`src/rtl/led_band_sequencer.sv`:
```
// Serial timing generator for one LED band: per angular tick, shifts every bit
// plane of the next angle into the drivers with SCLK/LAT and field counters.
module led_band_sequencer #(
    parameter int NB_LED_COLUMN = 32,
    parameter int BIT_PER_COLOR = 8,
    parameter int NB_0_LSB      = 1,
    parameter int NB_ANGLES     = 128,
    parameter int SCLK_DIV      = 2
) (
    input  logic                                       clk,
    input  logic                                       rst,
    input  logic                                       run,
    input  logic                                       angle_tick,
    input  logic                                       swap_req,
    output logic                                       SCLK,
    output logic                                       LAT,
    output logic [$clog2(NB_ANGLES)-1:0]               angle,
    output logic [$clog2(NB_LED_COLUMN)-1:0]           row,
    output logic [1:0]                                 color,
    output logic [$clog2(BIT_PER_COLOR+NB_0_LSB)-1:0]  bit_sel,
    output logic                                       new_frame,
    output logic                                       busy,
    output logic                                       overrun
);

    localparam int ANG_W = $clog2(NB_ANGLES);
    localparam int ROW_W = $clog2(NB_LED_COLUMN);
    localparam int BIT_W = $clog2(BIT_PER_COLOR + NB_0_LSB);
    localparam int DIV_W = $clog2(SCLK_DIV);

    localparam logic [ANG_W-1:0] ANG_LAST = ANG_W'(NB_ANGLES - 1);
    localparam logic [ROW_W-1:0] ROW_LAST = ROW_W'(NB_LED_COLUMN - 1);
    localparam logic [BIT_W-1:0] BIT_LAST = BIT_W'(BIT_PER_COLOR + NB_0_LSB - 1);
    localparam logic [DIV_W-1:0] DIV_LAST = DIV_W'(SCLK_DIV - 1);

    typedef enum logic [1:0] {IDLE, START, LOW, HIGH} state_t;

    state_t           state, state_next;
    logic [DIV_W-1:0] div_cnt;
    logic [ANG_W-1:0] angle_inc;
    logic             div_done;
    logic             last_bit;
    logic             lat_sel;
    logic             tick_pending;
    logic             swap_pending;

    assign div_done  = (div_cnt == DIV_LAST);
    assign angle_inc = (angle == ANG_LAST) ? '0 : angle + 1'b1;
    assign last_bit  = (bit_sel == BIT_LAST) && (row == '0) && (color == 2'd0);
    // Last field of a plane latches; the final plane latches its last three fields
    assign lat_sel   = (row == '0) && ((bit_sel == BIT_LAST) || (color == 2'd0));

    always_ff @(posedge clk or negedge rst) begin
        if (!rst) state <= IDLE;
        else      state <= state_next;
    end

    always_comb begin
        state_next = state;
        SCLK       = 1'b0;
        LAT        = 1'b0;
        busy       = 1'b1;
        new_frame  = 1'b0;
        case (state)
            IDLE: begin
                busy = 1'b0;
                if (run && (tick_pending || angle_tick)) state_next = START;
            end
            START: begin
                new_frame  = swap_pending && (angle_inc == '0);
                state_next = LOW;
            end
            LOW: begin
                LAT = lat_sel;
                if (div_done) state_next = HIGH;
            end
            HIGH: begin
                SCLK = 1'b1;
                LAT  = lat_sel;
                if (div_done) state_next = last_bit ? IDLE : LOW;
            end
            default: state_next = IDLE;
        endcase
    end

    always_ff @(posedge clk or negedge rst) begin
        if (!rst)
            div_cnt <= '0;
        else if ((state == LOW || state == HIGH) && !div_done)
            div_cnt <= div_cnt + 1'b1;
        else
            div_cnt <= '0;
    end

    // Fields move only on the LOW entry edge (end of START or end of a HIGH)
    always_ff @(posedge clk or negedge rst) begin
        if (!rst) begin
            row     <= ROW_LAST;
            color   <= 2'd2;
            bit_sel <= '0;
        end else if (state == START) begin
            row     <= ROW_LAST;
            color   <= 2'd2;
            bit_sel <= '0;
        end else if (state == HIGH && div_done && !last_bit) begin
            if (color != 2'd0) begin
                color <= color - 2'd1;
            end else begin
                color <= 2'd2;
                if (row != '0) begin
                    row <= row - 1'b1;
                end else begin
                    row     <= ROW_LAST;
                    bit_sel <= bit_sel + 1'b1;
                end
            end
        end
    end

    always_ff @(posedge clk or negedge rst) begin
        if (!rst)                angle <= ANG_LAST;
        else if (state == START) angle <= angle_inc;
    end

    always_ff @(posedge clk or negedge rst) begin
        if (!rst) begin
            tick_pending <= 1'b0;
            swap_pending <= 1'b0;
            overrun      <= 1'b0;
        end else begin
            swap_pending <= swap_req || (swap_pending && !new_frame);
            if (state == IDLE && run) begin
                // A pending tick is consumed first; a simultaneous new tick waits
                tick_pending <= tick_pending && angle_tick;
            end else if (angle_tick) begin
                if (tick_pending) overrun      <= 1'b1;
                else              tick_pending <= 1'b1;
            end
        end
    end

endmodule

```
`config.mk`:
```
export PLATFORM = sky130hd
export DESIGN_NAME = led_band_sequencer
export DESIGN_NICKNAME = d
export VERILOG_FILES = /design/src/rtl/led_band_sequencer.sv
export SDC_FILE = /design/constraint.sdc
export NUM_CORES = 1
export LEC_CHECK = 0
export ABC_AREA = 1
export CAP_MARGIN = 20
export CORE_MARGIN = 5
export CORE_UTILIZATION = 30
export DETAILED_ROUTE_END_ITERATION = 10
export PLACE_DENSITY = 0.55
export SETUP_SLACK_MARGIN = 0.05
export SLEW_MARGIN = 5
export SYNTH_ARGS = -nofsm -noshare
export SYNTH_HDL_FRONTEND = slang
export SYNTH_SLANG_ARGS = --single-unit
export TNS_END_PERCENT = 1
```
`constraint.sdc`:
```
create_clock -name clk -period 1.8 [get_ports clk]
set_input_delay 0.27 -clock clk [delete_from_list [all_inputs] [get_ports clk]]
set_output_delay 0.27 -clock clk [all_outputs]
set_load 0.01 [all_outputs]
```
* Word-level counts from Yosys, hierarchy flattened
Index checks and enable logic that the tools add are counted.
** Word-level totals
- Register bits :: 24
- Bits in latches :: 0
- Memory bits (writable) :: 0
- ROM bits :: 0
- Input port bits :: 5
- Output and inout bits :: 23
- Word-level logic and storage cells :: 80
- Memories :: 0
** Operators by class
- $add $sub $neg :: 5
- Multiply operators :: 0
- Divide/modulo/power cells :: 0
- Magnitude comparators :: 0
- Eq/ne operators :: 10
- Shift-type cells :: 0
- Muxes and demuxes :: 24
- Bitwise operators :: 1
- Reductions and logical operators :: 31
** Operators with widths (count)
- $mux 5 :: 4
- $mux 4 :: 4
- $mux 2 :: 7
- $logic_and 1x1->1 :: 11
- $ne 2x2->1 const B :: 5
- $reduce_and 3->1 :: 3
- $pmux 2 s4 :: 1
- $add 7x1->7 const B :: 1
- $eq 7x7->1 const B :: 1
- $logic_not 7->1 :: 1
- $mux 1 :: 7
- $mux 7 :: 1
- $reduce_bool 2->1 :: 3
- $logic_not 5->1 :: 1
- $reduce_bool 5->1 :: 1
- $sub 5x1->5 const B :: 1
- $add 4x1->4 const B :: 1
- $eq 2x2->1 const B :: 2
- $eq 4x4->1 const B :: 1
- $logic_not 2->1 :: 2
- $logic_or 1x1->1 :: 4
- $logic_not 1->1 :: 3
- $eq 2x1->1 const B :: 1
- $reduce_and 2->1 :: 1
- 4 further kinds :: 4

* Logic depth before layout (Yosys ltp)
- Depth after elaboration :: 8
- Depth in mapped cells :: 10

* Least setup slack after synthesis
No wires, ideal clock.
- Path kind :: reg2out
- From :: register angle[0]
- To :: output port new_frame
- Arrival :: 1394 ps
- Data required time :: 1530 ps
- Setup slack :: 136 ps
- Cell stages (with the launch flop) :: 10
- Path buffers :: 0
- Path through :: dfstp_2 -> ha_1 -> nand2_2 -> nor2_2 -> nand2_1 -> nand2_1 -> nand2_2 -> nor2_2 -> nand3_1 -> inv_1
** Between the ends
- Word-level cells in the longest chain between the ends :: 5
- Elaborated cells on any way between the ends :: 6
** RTL lines
- from (decl) :: RTL line 17 : output logic [$clog2(NB_ANGLES)-1:0] angle,
- from (signal assigned) :: RTL line 122 : else if (state == START) angle <= angle_inc;
- $add 7x1->7 / $eq 7x7->1 (equally long branches) :: RTL line 48 : assign angle_inc = (angle == ANG_LAST) ? '0 : angle + 1'b1;
- $mux 7 * :: RTL line 48
- $logic_not 7->1 * :: RTL line 70 : new_frame = swap_pending && (angle_inc == '0);
- $logic_and 1x1->1 * :: RTL line 70
- $mux 1 * :: RTL line 64 : case (state)
- to (decl) :: RTL line 21 : output logic new_frame,
Every way passes the cells marked *; elsewhere a longest branch is shown, timed or not.

* Worst setup path in the final report
Ends and elaborated chain as after synthesis.

==> flow_summary.toml <==
[detailed_routing]
wl_met3_microns = 159
dr_wl_met2_mm = 1.62
drt_pass1_iterations = 4
via_per_inst = 4.52
totalWireLength_mm = 3.35
drc_errors = 0
wl_met1_mm = 1.53
vias = 1324
antenna_left = 0
drt-initial-drc-count = 44
detail_route.wl_per_cell_microns = 11.4
dr.max_layer_used = "met4"

[clock_tree]
ctsLongestPathBuffers = 2
cts_buffers = 3
path_clk_slew_ns = 0.08
cts_sinks = 24
insertion_delay_ns = 0.26
htreeDepth = 1
cts_tree = "yes"
cts_root_buf = "clkbuf_8"

[sta]
setup_viol = 2
rsz0062_at_grt = "true"
slew_violations = 0
tightest_slew_ns = 0.321
fin_skew_ns = 0.00179
tns_ns = -0.232
setup_ws_ns = -0.128
max_freq_mhz = 519
slew_headroom_pct = 78.6
finalHoldViolCount = 0
fin_crit_sh_pct = 107
min_period_ns = 1.93

[synthesis]
synth.top_cells.by_count = "nand2_1, inv_1, nand3_1, dfstp_2, o21ai_0"
synth_top_cell_by_area = "dfstp_2"
synth_top_cell_area_share_pct = 24.1
synth_edf_count = 0
synthCells = 178
synth.most_common_cell = "nand2_1"
synth_flop_cell = "dfstp_2"
ys_seq_area_share_pct = 43.6
syn_area_sq_um = 1420
ys_top_cells_by_area = "dfstp_2, dfrtp_1, nand2_1"
synth_cell_type_count = 26
async_reset_ff_share_pct = 100
yosysWarnings = 0
syn-num-nets = 190
syn_area_per_cell_sq_um = 7.96
synth_seq_cells = 24

[global_routing]
grt_pass1_wl_mm = 5.77
antenna_found_initial = 0
grt_pass1_vias = 1340
grt_util_all_layers_pct = 11.4
grt_max_degree = 25
gr-total-overflow = 0

[hold_path]
hp-class = "input pin to async pin"

[floorplan]
die_h_microns = 78.7
die_w_microns = 78.7
top_level_ports = 28
start_util_pct = 30.4
fp-row-count = 25
core_sq_um = 4660
die_area_sq_um = 6200

[critical_path]
path_class = "flip-flop to output port"
cp.required_ns = 1.53
crit_path_end_kind = "output port"
crit_fanout = 4
crit_path_start_kind = "flip-flop"
cp.arrival_ns = 1.66

[placed_design]
place_area_sq_um = 1950
place_ws_ns = -0.356
dp_hpwl_mm = 2.44
placedCellCount = 285
portBuffers = 27
finalWeightedCongestion = 0.856

[final_layout]
final_area_sq_um = 2100
area_growth_pct = 48.6
antennaDiodeCount = 0
drive_above_1_share_pct = 35.6
nNetsFinal = 252
fillers = 468
instances_no_fill = 293

[power_and_ir_drop]
power.density_nw_per_um2 = 1170
power.leakage_nw = 1.10
irDropWorstVdd_mv = 0.507
p_total_w = 0.00247

[run]
timing.max_cap.violations = 0

[run_status]
violations = "setup timing"
status = "complete, but fails checks"
-- kinds of logic after synthesis --
logic type,count (synthesis),synth area share [%]
DFF,24,43.6
and+or+nand+nor,84,29.0
adders and majority gates,7,6.18
buffers and inverters,33,9.10
xor gates and xnor gates,4,2.47
AOI/OAI and AO/OA,26,9.72
-- area by class of cell --
type	instances	area, sq um	share of cell area (%)
timing repair buffer	59	514	24.4
sequential	24	618	29.4
inverter	31	116	5.53
clock buffer	4	45.0	2.14
multi-input combinational	121	743	35.3
tap	54	67.6	3.21
-- final timing paths --
path	from	to	slack (ns)	depth (start not counted)
worst min register to register	div_cnt	div_cnt	0.47	1
max in group asynchronous	rst	row[0]	1.14	2
worst max register to register	angle[0]	swap_pending	-0.10	14
worst max-delay path	angle[0]	new_frame	-0.13	10
worst min-delay path	rst	bit_sel[3]	0.37	2
min in group clk	div_cnt	div_cnt	0.47	1
-- timing repair --
| action | 4_1_cts | 5_1_grt |
|---|---|---|
| endpoints found under the hold margin | 0 | 0 |
| setup buffers | 4 | 0 |
| pin swaps | 6 | 3 |
| setup endpoints to repair | 4 | 13 |
| gates resized for setup | 20 | 18 |
| hold buffers | 0 | 0 |
-- where the power goes --
| part | internal (W) | switching, W | total [W] | leakage (nW) |
|---|---|---|---|---|
| clock | 0.000158 | 0.000168 | 0.000327 | 0.0228 |
| combinational | 0.000658 | 0.000636 | 0.00129 | 0.816 |
| sequential | 0.000744 | 0.000103 | 0.000847 | 0.260 |
| total | 0.00156 | 0.000908 | 0.00247 | 1.10 |
-- worst max-delay path: stages (launching register included) --
cell and delay, ns:
dfstp_2 0.56, ha_4 0.17, nand2_4 0.06, inv_2 0.05, nand2_1 0.05, nand2_2 0.07
nand3_2 0.06, nor2_2 0.11, nand3_2 0.09, inv_1 0.05, buf_2 0.12
-- layer usage --
layer / vias up / global-route usage (%)
met3: 5 / 2.27
met4: 0 / 2.62
met1: 608 / 14.4
li1: 684 / -
met2: 27 / 20.0
met5: - / 0
-- per-stage QoR --
stage / util (%) / hold WS, ns
2_1_floorplan: - / -0.0256
3_3_place_gp: 41.9 / 0.450
3_5_place_dp: 41.9 / 0.455
4_1_cts: 43.9 / 0.383
5_1_grt: 45.2 / 0.413
6_report: 45.2 / 0.372
-- cells in the final DEF, fill, tap and decap left out, types with 2 or more instances in the layout --
cell type	netlist	layout
nor2_1	9	7
nor2_4	1	2
buf_4	1	32
buf_2	1	2
nand2_2	5	5
nand2_1	41	39
xnor2_1	2	2
or2_2	2	2
dlygate4sd2_1	0	3
nand2_4	3	5
o21ai_0	12	12
nand3_2	2	5
inv_2	3	5
ha_1	7	5
dlymetal6s2s_1	0	7
nand4_1	2	2
clkbuf_8	0	3
clkdlybuf4s50_1	0	15
dfstp_2	13	13
inv_1	28	26
xor2_1	2	2
nor2_2	5	6
dfrtp_1	11	10
nand3_1	14	10
o21ai_1	9	9
-- flip-flops by register name (all words and copies together), names as in the netlist --
signal / count
angle: 7
bit_sel: 4
color: 2
div_cnt: 1
overrun: 1
row: 5
state: 2
swap_pending: 1
tick_pending: 1
Note: power is estimated with default switching activity, not from simulation.
